$ cat config.mk
export PLATFORM = sky130hd
export DESIGN_NAME = seg_scan_decoder
export DESIGN_NICKNAME = d
export VERILOG_FILES = /design/src/rtl/seg_pkg.sv /design/src/rtl/seg_pattern_lookup.sv /design/src/rtl/seg_scan_decoder.sv
export SDC_FILE = /design/constraint.sdc
export NUM_CORES = 1
export LEC_CHECK = 0
export CAP_MARGIN = 5
export CORE_ASPECT_RATIO = 1.1
export CORE_MARGIN = 5
export CORE_UTILIZATION = 57
export DETAILED_ROUTE_END_ITERATION = 16
export PLACE_DENSITY_LB_ADDON = 0.08
export SYNTH_ARGS = -nofsm -noshare
export SYNTH_HDL_FRONTEND = slang
export SYNTH_SLANG_ARGS = --single-unit
$ cat constraint.sdc
create_clock -name clk -period 7.9 [get_ports clk]
set_input_delay 0.79 -clock clk [delete_from_list [all_inputs] [get_ports clk]]
set_output_delay 0.79 -clock clk [all_outputs]
set_load 0.05 [all_outputs]
$ cat src/rtl/seg_pkg.sv
// Shared seven-segment definitions for the pattern encoder and the scan decoder.
//   SEG_PAT    : active-low segment pattern for each hex digit, {dp=1, g..a}
//   SEG_DP_BIT : bit position of the decimal point inside an 8-bit pattern
//   SEG_BLANK  : all segments dark
package seg_pkg;

   localparam int         SEG_DP_BIT = 7;
   localparam logic [7:0] SEG_BLANK  = 8'hFF;

   localparam logic [7:0] SEG_PAT [16] = '{
      8'hC0, 8'hF9, 8'hA4, 8'hB0, 8'h99, 8'h92, 8'h82, 8'hF8,
      8'h80, 8'h98, 8'h88, 8'h83, 8'hC6, 8'hA1, 8'h86, 8'h8E
   };

endpackage

$ cat src/rtl/seg_pattern_lookup.sv
// Combinational reverse lookup of a seven-segment pattern.
//   segs   in  7  active-low segments g..a (decimal point excluded)
//   hit    out 1  segs matches one of the sixteen hex glyphs
//   nibble out 4  hex value of the matching glyph, 0 when no match
module seg_pattern_lookup
   import seg_pkg::*;
(
   input  logic [6:0] segs,
   output logic       hit,
   output logic [3:0] nibble
);

   always_comb begin
      hit    = 1'b0;
      nibble = 4'h0;
      for (int k = 0; k < 16; k++) begin
         if (segs == SEG_PAT[k][6:0]) begin
            hit    = 1'b1;
            nibble = 4'(k);
         end
      end
   end

endmodule

$ cat src/rtl/seg_scan_decoder.sv
// Readback monitor for a multiplexed seven-segment display bus.
// Watches the active-low anode and segment lines, accepts a digit once the
// same legal (anode, pattern) pair has been held long enough, decodes it and
// publishes a whole frame when every digit has been captured.
//   clk         in  1       rising-edge clock
//   rst         in  1       synchronous active-high reset
//   an          in  NDIG    active-low digit enables
//   patt        in  8       active-low segments, [7]=dp, [6:0]=g..a
//   value       out 4*NDIG  last complete frame, digit i at [4*i+3:4*i]
//   dp_out      out NDIG    last complete frame decimal points, 1 = lit
//   digit_seen  out NDIG    digits accepted so far in the current frame
//   frame_valid out 1       pulse: value/dp_out were just updated
//   bad_pattern out 1       pulse: an accepted sample was not a hex glyph
module seg_scan_decoder
   import seg_pkg::*;
#(
   parameter int NDIG          = 8,
   parameter int STABLE_CYCLES = 4,
   parameter int CNT_W         = 3
)
(
   input  logic              clk,
   input  logic              rst,
   input  logic [NDIG-1:0]   an,
   input  logic [7:0]        patt,
   output logic [4*NDIG-1:0] value,
   output logic [NDIG-1:0]   dp_out,
   output logic [NDIG-1:0]   digit_seen,
   output logic              frame_valid,
   output logic              bad_pattern
);

   localparam int              IDX_W   = (NDIG > 1) ? $clog2(NDIG) : 1;
   localparam logic [CNT_W-1:0] RUN_MAX = CNT_W'(STABLE_CYCLES);

   // Registered bus sample and the sample from the cycle before it.
   logic [NDIG-1:0]   an_q, an_p;
   logic [7:0]        patt_q, patt_p;
   logic [CNT_W-1:0]  run_cnt, run_next;
   logic [4*NDIG-1:0] work_val, val_next;
   logic [NDIG-1:0]   work_dp, dp_next, seen_next;

   logic              legal, same, accept, good, frame_done;
   logic [IDX_W-1:0]  idx;
   int                zeros;
   logic              hit;
   logic [3:0]        nib;

   seg_pattern_lookup u_lookup (
      .segs   (patt_q[6:0]),
      .hit    (hit),
      .nibble (nib)
   );

   // Exactly one enabled digit makes a legal sample; idx is its position.
   always_comb begin
      zeros = 0;
      idx   = '0;
      for (int i = 0; i < NDIG; i++) begin
         if (!an_q[i]) begin
            zeros = zeros + 1;
            idx   = IDX_W'(i);
         end
      end
      legal = (zeros == 1);
   end

   assign same = (an_q == an_p) && (patt_q == patt_p);

   always_comb begin
      if (!legal)                run_next = '0;
      else if (!same)            run_next = CNT_W'(1);
      else if (run_cnt == RUN_MAX) run_next = RUN_MAX;
      else                       run_next = run_cnt + CNT_W'(1);
   end

   // Accept only on the transition into the saturated count; a held pair
   // sitting at saturation does not fire again.
   assign accept = legal && (run_next == RUN_MAX) && !(same && (run_cnt == RUN_MAX));
   assign good   = accept && hit;

   always_comb begin
      val_next  = work_val;
      dp_next   = work_dp;
      seen_next = digit_seen;
      if (good) begin
         val_next[{idx, 2'b00} +: 4] = nib;
         dp_next[idx]                = ~patt_q[SEG_DP_BIT];
         seen_next[idx]              = 1'b1;
      end
   end

   assign frame_done = good && (&seen_next);

   always_ff @(posedge clk) begin
      if (rst) begin
         an_q        <= '1;
         patt_q      <= SEG_BLANK;
         an_p        <= '1;
         patt_p      <= SEG_BLANK;
         run_cnt     <= '0;
         work_val    <= '0;
         work_dp     <= '0;
         digit_seen  <= '0;
         value       <= '0;
         dp_out      <= '0;
         frame_valid <= 1'b0;
         bad_pattern <= 1'b0;
      end else begin
         an_q        <= an;
         patt_q      <= patt;
         an_p        <= an_q;
         patt_p      <= patt_q;
         run_cnt     <= run_next;
         work_val    <= val_next;
         work_dp     <= dp_next;
         digit_seen  <= frame_done ? '0 : seen_next;
         frame_valid <= frame_done;
         bad_pattern <= accept && !hit;
         if (frame_done) begin
            value  <= val_next;
            dp_out <= dp_next;
         end
      end
   end

endmodule

==> run summary, run 1 <==
================================================================================
Mapped Cells ......................................................          652
Antenna Nets Post-Route ...........................................            0
Number of buffers inserted during clock tree synthesis ............           17
Worst Path Max Fanout .............................................           12
Switching portion of total power ..................................       0.2444
Hold path endpoint ................................................ work_dp[0]$_SDFF_PP0_
Top FF cell, synth ................................................ sky130_fd_sc_hd__dfxtp_1
Cell Area, Synth ..................................................     6138 um2
Clk Tree Root Cell ................................................ sky130_fd_sc_hd__clkbuf_16
H-tree levels .....................................................            4
GP Congestion .....................................................       0.8935
Fraction of the cycle the final worst path needs ..................       0.8211
Rows ..............................................................           39
Wire length of the first global-routing pass ......................     23.89 mm
Number of enable-type register cells in the synthesized netlist ...            0
Port Buffer Count .................................................           67
Starting Density ..................................................       0.5878
Iteration count of the initial detailed-routing pass ..............            5
Highest achievable clock rate .....................................    154.2 MHz
Combinational power share .........................................        0.089
Worst vdd rail ir drop ............................................    0.1824 mV
Final net count ...................................................          722
Async set-or-reset flop fraction in the synthesized netlist .......            0
Portion of total power attributed to sequential cells .............        0.401
Die X-Extent ......................................................     108.9 um
Int Power .........................................................   0.001235 W
Post_cts resized ..................................................            0
Hold buffer count at CTS ..........................................            0
Startpoint types ..................................................    flip-flop
Hold_sp ........................................................... work_dp[0]$_SDFF_PP0_
Via count of the first global-routing pass ........................         4774
DRT iter0 DRCs ....................................................          253
Category of the critical setup timing path ........................      reg2reg
Clock-pin slew on the worst setup and hold paths ..................      0.06 ns
Ratio of total power to cell area ................................. 220.2 nW/um2
Area growth from synthesis to final layout ........................       20.97%
Half-perimeter wire length after detailed placement ...............     9.686 mm
Data required time at the worst endpoint ..........................      8.21 ns
Minimum period implied by the final worst setup slack .............     6.486 ns
Slew at the pin closest to its max-slew limit .....................     1.203 ns
Number of clock sinks seen by CTS .................................          125
Worst reg-to-reg path cell count ..................................           24
Worst Path Arrival ................................................      6.79 ns
Reg-to-reg endpoint ............................................... dp_out[0]$_SDFFE_PP0P_
Hold Path Class ...................................................      reg2reg
Final wirelength ..................................................     14.38 mm
Final Total Pwr ...................................................   0.001635 W
Die height ........................................................     118.8 um
Buffer count from post-CTS setup fixing ...........................            0
Switch Pwr ........................................................  0.0003995 W
Relative slew slack ...............................................       0.1982
Maximum number of pins on one net before global-route repair ......           98
TritonCTS clock tree ..............................................         done
Average wire per cell in the routed design ........................     16.94 um
Unrepaired setup endpoints after global routing ...................        false
Average instance area after synthesis .............................    9.415 um2
Number of storage elements in the synthesis netlist ...............          125
Clock latency on the worst-skew pair ..............................      0.42 ns
Register-to-register setup slack ..................................      1.41 ns
Unique masters post-synth .........................................           74
Share of the yosys chip area belonging to registers ...............       0.4077
Critical Path End Type ............................................    flip-flop
Hold path depth ...................................................            2
Final-report max-slew violation count .............................            0
# setup viols final ...............................................            0
Outcome ........................................................... complete, no violations
Final TNS setup ...................................................         0 ns
Net Count, Synth ..................................................          681
# diodes ..........................................................            0
Top-Level Pins ....................................................           68
Total routing resource utilization after global routing ...........       0.2329
Clock tree buffer depth ...........................................            2
Max_cap viols .....................................................            0
Die footprint .....................................................    12950 um2
Placeable core area ...............................................    10440 um2
Leakage power summed over all cells ...............................     2.711 nW
Final Skew ........................................................  0.007063 ns
Count of unresolved DRC violations after routing ..................            0
R2R Path Start .................................................... an_q[0]$_SDFF_PP1_
Total grt overflow ................................................            0
Hold violation total from the final report ........................            0
Synth warnings ....................................................            0
Vias/cell .........................................................        5.747
Final Core Density ................................................       0.7111
Final-layout worst hold slack .....................................    0.4779 ns
Relative contribution of the clock network to total power .........        0.509
Total via count after detailed routing ............................         4879
Proportion of layout cells with a drive suffix above 1 ............       0.1629
Number of antenna violations at the first check in global routing .            0
================================================================================
registers in the layout, indices dropped and copies added, names as in the netlist:
name,count
run_cnt,3
value,32
work_val,32
bad_pattern,1
digit_seen,8
frame_valid,1
patt_q,8
work_dp,8
an_q,8
dp_out,8
patt_p,8
an_p,8
placed cells by master (no fill, tap or decap), types with 3 or more instances in the layout:
cell                                n
sky130_fd_sc_hd__and3b_1            3
sky130_fd_sc_hd__xnor2_1            7
sky130_fd_sc_hd__nor4_4             3
sky130_fd_sc_hd__bufinv_16          4
sky130_fd_sc_hd__xor2_1            19
sky130_fd_sc_hd__or4_1              6
sky130_fd_sc_hd__inv_1             11
sky130_fd_sc_hd__o41ai_1           12
sky130_fd_sc_hd__o21a_1             6
sky130_fd_sc_hd__a21boi_0          10
sky130_fd_sc_hd__nor3_1             9
sky130_fd_sc_hd__clkbuf_16         17
sky130_fd_sc_hd__mux2i_1           38
sky130_fd_sc_hd__inv_6              6
sky130_fd_sc_hd__a32oi_1            3
sky130_fd_sc_hd__a211oi_2           5
sky130_fd_sc_hd__nor3b_1            7
sky130_fd_sc_hd__nor2b_1           26
sky130_fd_sc_hd__nand4_1            7
sky130_fd_sc_hd__nor4_1             8
sky130_fd_sc_hd__ha_1              11
sky130_fd_sc_hd__mux2_2            13
sky130_fd_sc_hd__or2_2             35
sky130_fd_sc_hd__nand2_1           20
sky130_fd_sc_hd__and2_1             5
sky130_fd_sc_hd__dfxtp_1          125
sky130_fd_sc_hd__o21ba_2            4
sky130_fd_sc_hd__a21oi_1           27
sky130_fd_sc_hd__nor2_1            51
sky130_fd_sc_hd__nand3_1           23
sky130_fd_sc_hd__clkdlybuf4s50_1   66
sky130_fd_sc_hd__o21ai_0           33
sky130_fd_sc_hd__a211oi_1           8
sky130_fd_sc_hd__buf_4              5
sky130_fd_sc_hd__nand2b_1          17
cells by family after synthesis:
logic type | after synthesis | share of synthesized area
AOI/OAI and AO/OA | 132 | 0.1541
xor gates and xnor gates | 30 | 0.05116
adders and majority gates | 11 | 0.02242
buffers and inverters | 63 | 0.04484
DFF | 125 | 0.4077
muxes | 52 | 0.08805
and+or+nand+nor | 239 | 0.2318
synthesized netlist by cell type (all sizes together), types with 2 or more instances:
library cell / count / area (um2)
nand2b: 17 / 106.4
or4: 6 / 45.04
and4: 2 / 17.52
a31oi: 2 / 12.51
or3: 2 / 12.51
nor4: 13 / 138.9
ha: 11 / 137.6
a221o: 2 / 20.02
a21oi: 28 / 143.9
xnor3: 2 / 45.04
and3b: 3 / 26.28
o21ba: 4 / 40.04
mux2i: 39 / 394.1
or2: 36 / 225.2
nand4: 8 / 65.06
nor3b: 8 / 65.06
buf: 19 / 110.1
nor2: 52 / 197.7
and2: 5 / 31.28
o21a: 6 / 45.04
a31o: 2 / 17.52
xnor2: 7 / 61.31
a32oi: 3 / 26.28
dfxtp: 125 / 2502
mux2: 13 / 146.4
nor3: 9 / 45.04
nand3b: 2 / 15.01
clkbuf: 30 / 112.6
o21ai: 34 / 170.2
o41ai: 12 / 105.1
nand2: 20 / 75.07
nor2b: 27 / 171.4
o211ai: 2 / 15.01
a2111oi: 2 / 17.52
nand3: 24 / 132.6
a211oi: 13 / 122.6
inv: 12 / 45.04
a21boi: 10 / 75.07
nor4b: 3 / 32.53
clkinv: 2 / 7.510
xor2: 20 / 182.7
how the worst max path moves through the flow:
stage / slack [ns] / cells after the start / from / end
finish: 1.41 / 24 / an_q[0]$_SDFF_PP1_ / dp_out[0]$_SDFFE_PP0P_
global route: 1.03 / 24 / an_q[1]$_SDFF_PP1_ / dp_out[0]$_SDFFE_PP0P_
CTS: 1.45 / 24 / an_q[0]$_SDFF_PP1_ / dp_out[0]$_SDFFE_PP0P_
detailed placement: 1.47 / 24 / an_q[0]$_SDFF_PP1_ / dp_out[0]$_SDFFE_PP0P_
global placement: 1.75 / 22 / an_q[0]$_SDFF_PP1_ / dp_out[0]$_SDFFE_PP0P_
floorplan: 2.33 / 25 / an_q[0]$_SDFF_PP1_ / value[18]$_SDFFE_PP0P_
metrics by stage:
step	instances	area [um2]	worst slack, ns
5_1_grt	849	7426	1.027
3_5_place_dp	817	6793	1.472
3_3_place_gp	817	6793	1.753
4_1_cts	849	7426	1.447
6_report	849	7426	1.414
2_1_floorplan	652	6138	2.330
per-layer routing:
| layer | up-vias | share of wire | global-route usage |
|---|---|---|---|
| li1 | 2404 | - | - |
| met1 | 2339 | 0.44 | 0.2940 |
| met2 | 116 | 0.51 | 0.3840 |
| met3 | 20 | 0.042 | 0.06061 |
| met4 | 0 | 0.015 | 0.07972 |
| met5 | - | 0 | 0 |
critical path, cell delays in order (launching register included):
cell and delay, ns:
sky130_fd_sc_hd__dfxtp_1 0.39, sky130_fd_sc_hd__inv_1 0.06, sky130_fd_sc_hd__ha_1 0.36, sky130_fd_sc_hd__xor2_1 0.27, sky130_fd_sc_hd__inv_1 0.07, sky130_fd_sc_hd__ha_1 0.28, sky130_fd_sc_hd__nor2b_1 0.15, sky130_fd_sc_hd__a31o_2 0.26
sky130_fd_sc_hd__ha_1 0.32, sky130_fd_sc_hd__mux2_2 0.28, sky130_fd_sc_hd__ha_1 0.31, sky130_fd_sc_hd__nand2b_1 0.11, sky130_fd_sc_hd__nand2_1 0.07, sky130_fd_sc_hd__a21o_1 0.16, sky130_fd_sc_hd__ha_1 0.28, sky130_fd_sc_hd__mux2_2 0.27
sky130_fd_sc_hd__ha_1 0.18, sky130_fd_sc_hd__nand2b_1 0.08, sky130_fd_sc_hd__xnor2_1 0.19, sky130_fd_sc_hd__xnor2_1 0.12, sky130_fd_sc_hd__a21oi_1 0.42, sky130_fd_sc_hd__nand3_4 0.25, sky130_fd_sc_hd__or2_1 0.28, sky130_fd_sc_hd__nor2_1 0.77
sky130_fd_sc_hd__mux2_2 0.41
final cells by class:
| cell class | count | area, um2 |
|---|---|---|
| inverters | 14 | 52.55 |
| flip-flops and latches | 125 | 2502 |
| well taps | 143 | 178.9 |
| multi-input cells | 464 | 3361 |
| fillers | 843 | 3017 |
| clock inverters | 15 | 207.7 |
| repair buffers | 71 | 698.2 |
| clock buffers | 17 | 425.4 |
power groups by stage:
stage	Sequential (W)	Clock (W)	Combinational, W
after global routing	0.000658	0.000880	0.000160
after CTS	0.000656	0.000845	0.000145
after detailed placement	0.000669	0	0.000144
after floorplan	0.000658	0	0.000125
after global placement	0.000669	0	0.000138
final	0.000656	0.000833	0.000146
Power figures use the tool's default switching activity.
==> inputs of run 2 (changes only) <==
==> constraint.sdc (replaced) <==
create_clock -name clk -period 6.7 [get_ports clk]
set_input_delay 0.67 -clock clk [delete_from_list [all_inputs] [get_ports clk]]
set_output_delay 0.67 -clock clk [all_outputs]
set_load 0.05 [all_outputs]
==> run summary, run 2 (synthesized netlist as in run 1, its figures left out) <==
================================================================================
Total via count after detailed routing ............................         4902
Hold buffer count at CTS ..........................................            0
# setup viols final ...............................................            0
Placeable core area ...............................................    10440 um2
Cell breakdown of the critical path ............................... inv_1 > ha_1 > xor2_1 > inv_1 > ha_1 > nor2b_1 > a31o_2 > ha_1 > mux2_2 > ha_1 > nand2b_1 > nand2_1 > a21o_1 > ha_1 > mux2_2 > ha_1 > nand2b_1 > xnor2_1 > xnor2_1 > a21oi_1 > nand3_4 > or4_1 > mux2i_1 > o41ai_1
Clock latency on the worst-skew pair ..............................      0.42 ns
Fraction of the cycle the final worst path needs ..................       0.9251
Starting Density ..................................................       0.5878
Area of the multi-input gates .....................................     3361 um2
Most frequent cells in the layout ................................. 125 x sky130_fd_sc_hd__dfxtp_1, 66 x sky130_fd_sc_hd__clkdlybuf4s50_1, 51 x sky130_fd_sc_hd__nor2_1, 38 x sky130_fd_sc_hd__mux2i_1, 35 x sky130_fd_sc_hd__or2_2
Final wirelength ..................................................     14.43 mm
Worst Path Arrival ................................................      6.49 ns
Antenna Nets Post-Route ...........................................            0
H-tree levels .....................................................            4
Port Buffer Count .................................................           67
Average wire per cell in the routed design ........................     16.90 um
Startpoint types ..................................................    flip-flop
Outcome ........................................................... complete, no violations
Met3 Usage GRT ....................................................      0.04978
CP Capture Point .................................................. value[11]$_SDFFE_PP0P_
Count of unresolved DRC violations after routing ..................            0
Final net count ...................................................          727
Sequential cell area ..............................................     2502 um2
Iteration count of the initial detailed-routing pass ..............            4
Family with the most delay on the worst path ......................  adder cells
Worst vdd rail ir drop ............................................    0.1821 mV
Critical Path End Type ............................................    flip-flop
Grt met2 use ......................................................       0.3790
Proportion of layout cells with a drive suffix above 1 ............       0.1688
Worst reg-to-reg path cell count ..................................           24
Post_cts resized ..................................................            0
Half-perimeter wire length after detailed placement ...............     9.758 mm
Number of antenna violations at the first check in global routing .            0
Worst Path Buf+Inv ................................................            2
Number of clock sinks seen by CTS .................................          125
Area growth from synthesis to final layout ........................       22.08%
Die height ........................................................     118.8 um
Die footprint .....................................................    12950 um2
Clock tree buffer depth ...........................................            2
Rows ..............................................................           39
Leading cell type in the layout, fill and taps excluded ........... sky130_fd_sc_hd__dfxtp_1
Via count of the first global-routing pass ........................         5019
# diodes ..........................................................            0
GP Congestion .....................................................       0.8478
Total routing resource utilization after global routing ...........       0.2349
Final Total Pwr ...................................................   0.001957 W
Reg-to-reg endpoint ............................................... value[11]$_SDFFE_PP0P_
Wire length of the first global-routing pass ......................     24.55 mm
Clk Tree Root Cell ................................................ sky130_fd_sc_hd__clkbuf_16
Final TNS setup ...................................................         0 ns
Minimum period implied by the final worst setup slack .............     6.198 ns
Number of fill cells ..............................................          833
Number of buffers inserted during clock tree synthesis ............           17
Layer carrying the most global-route usage ........................         met2
Cell seen most often among critical-path stages ................... sky130_fd_sc_hd__ha_1
Beginning of the critical path .................................... an_q[1]$_SDFF_PP1_
Category of the critical setup timing path ........................      reg2reg
Leakage power summed over all cells ...............................     2.754 nW
R2R Path Start .................................................... an_q[1]$_SDFF_PP1_
Max_cap viols .....................................................            0
TritonCTS clock tree ..............................................         done
DRT iter0 DRCs ....................................................          307
Hold violation total from the final report ........................            0
Final Skew ........................................................  0.007367 ns
Final-report max-slew violation count .............................            0
Top-Level Pins ....................................................           68
Cell depth of the worst setup path ................................           24
Unrepaired setup endpoints after global routing ...................        false
Slew at the pin closest to its max-slew limit .....................    0.9542 ns
Final-layout worst hold slack .....................................    0.4597 ns
Vias/cell .........................................................        5.740
Relative slew slack ...............................................       0.3638
Ratio of total power to cell area ................................. 261.2 nW/um2
Worst Path Max Fanout .............................................            9
Register-to-register setup slack ..................................      0.50 ns
Data required time at the worst endpoint ..........................      6.99 ns
Maximum number of pins on one net before global-route repair ......          102
Setup WS pre-CTS ..................................................    0.5158 ns
Worst Slack Setup Final ...........................................    0.5021 ns
Delay of the slowest cell on the worst path .......................      0.70 ns
Highest achievable clock rate .....................................    161.3 MHz
Buffer count from post-CTS setup fixing ...........................            0
Clock-pin slew on the worst setup and hold paths ..................      0.05 ns
Critical-path top delay cell ...................................... sky130_fd_sc_hd__or4_1
Registers with the most flip-flops ................................ value (32), work_val (32)
Hold Path Class ...................................................      reg2reg
Total grt overflow ................................................            0
Met1 demand-to-capacity share in global routing ...................       0.3036
Die X-Extent ......................................................     108.9 um
================================================================================
[run 2: cell types whose count changed in the layout (fill, tap and decap cells not counted), sizes merged]
cell,previous run,this run
inv,18,12
clkbuf,17,23
buf,5,10
[run 2: final cells by class]
cell class              instances  area share
clock buffers                  23     0.06779
clock inverters                 9     0.02070
repair buffers                 76     0.09818
multi-input cells             464      0.4485
flip-flops and latches        125      0.3339
well taps                     143     0.02388
inverters                      14    0.007013
[run 2: how the worst min path moves through the flow]
stage | to | from | cells past startpoint
detailed placement | work_dp[0]$_SDFF_PP0_ | work_dp[0]$_SDFF_PP0_ | 2
CTS | work_dp[0]$_SDFF_PP0_ | work_dp[0]$_SDFF_PP0_ | 2
global placement | work_dp[0]$_SDFF_PP0_ | work_dp[0]$_SDFF_PP0_ | 2
floorplan | work_dp[0]$_SDFF_PP0_ | work_dp[0]$_SDFF_PP0_ | 2
finish | work_dp[0]$_SDFF_PP0_ | work_dp[0]$_SDFF_PP0_ | 2
global route | value[30]$_SDFFE_PP0P_ | value[30]$_SDFFE_PP0P_ | 2
[run 2: layer usage]
metal,vias to the layer above,part of all wire
met1,2370,0.44
met3,23,0.042
li1,2406,-
met4,0,0.019
met2,103,0.50
met5,-,0
[run 2: stage by stage]
step | instances | area, um2 | util
4_1_cts | 854 | 7493 | 0.7176
6_report | 854 | 7493 | 0.7176
5_1_grt | 854 | 7493 | 0.7176
3_3_place_gp | 822 | 6830 | 0.6541
3_5_place_dp | 822 | 6830 | 0.6541
2_1_floorplan | 652 | 6138 | -
[run 2: where the power goes]
group | internal [W] | switching, W
clock network | 0.000682 | 0.000329
registers | 0.000754 | 0.0000201
logic | 0.0000747 | 0.0000971
total | 0.00151 | 0.000446
[run 2: tightest hold or removal path: stages, from the launching register on]
cell and delay (ns):
sky130_fd_sc_hd__dfxtp_1 0.29, sky130_fd_sc_hd__nand2_1 0.05, sky130_fd_sc_hd__a21oi_1 0.06
==> inputs of run 3 (changes only) <==
--- a/config.mk
+++ b/config.mk
@@ -9,6 +9,7 @@
 export CORE_ASPECT_RATIO = 1.1
 export CORE_MARGIN = 5
 export CORE_UTILIZATION = 57
+export CTS_CLUSTER_SIZE = 30
 export DETAILED_ROUTE_END_ITERATION = 16
 export PLACE_DENSITY_LB_ADDON = 0.08
 export SYNTH_ARGS = -nofsm -noshare
==> results of run 3 <==
No change in the layout: final DEF, timing and power equal those of run 2.
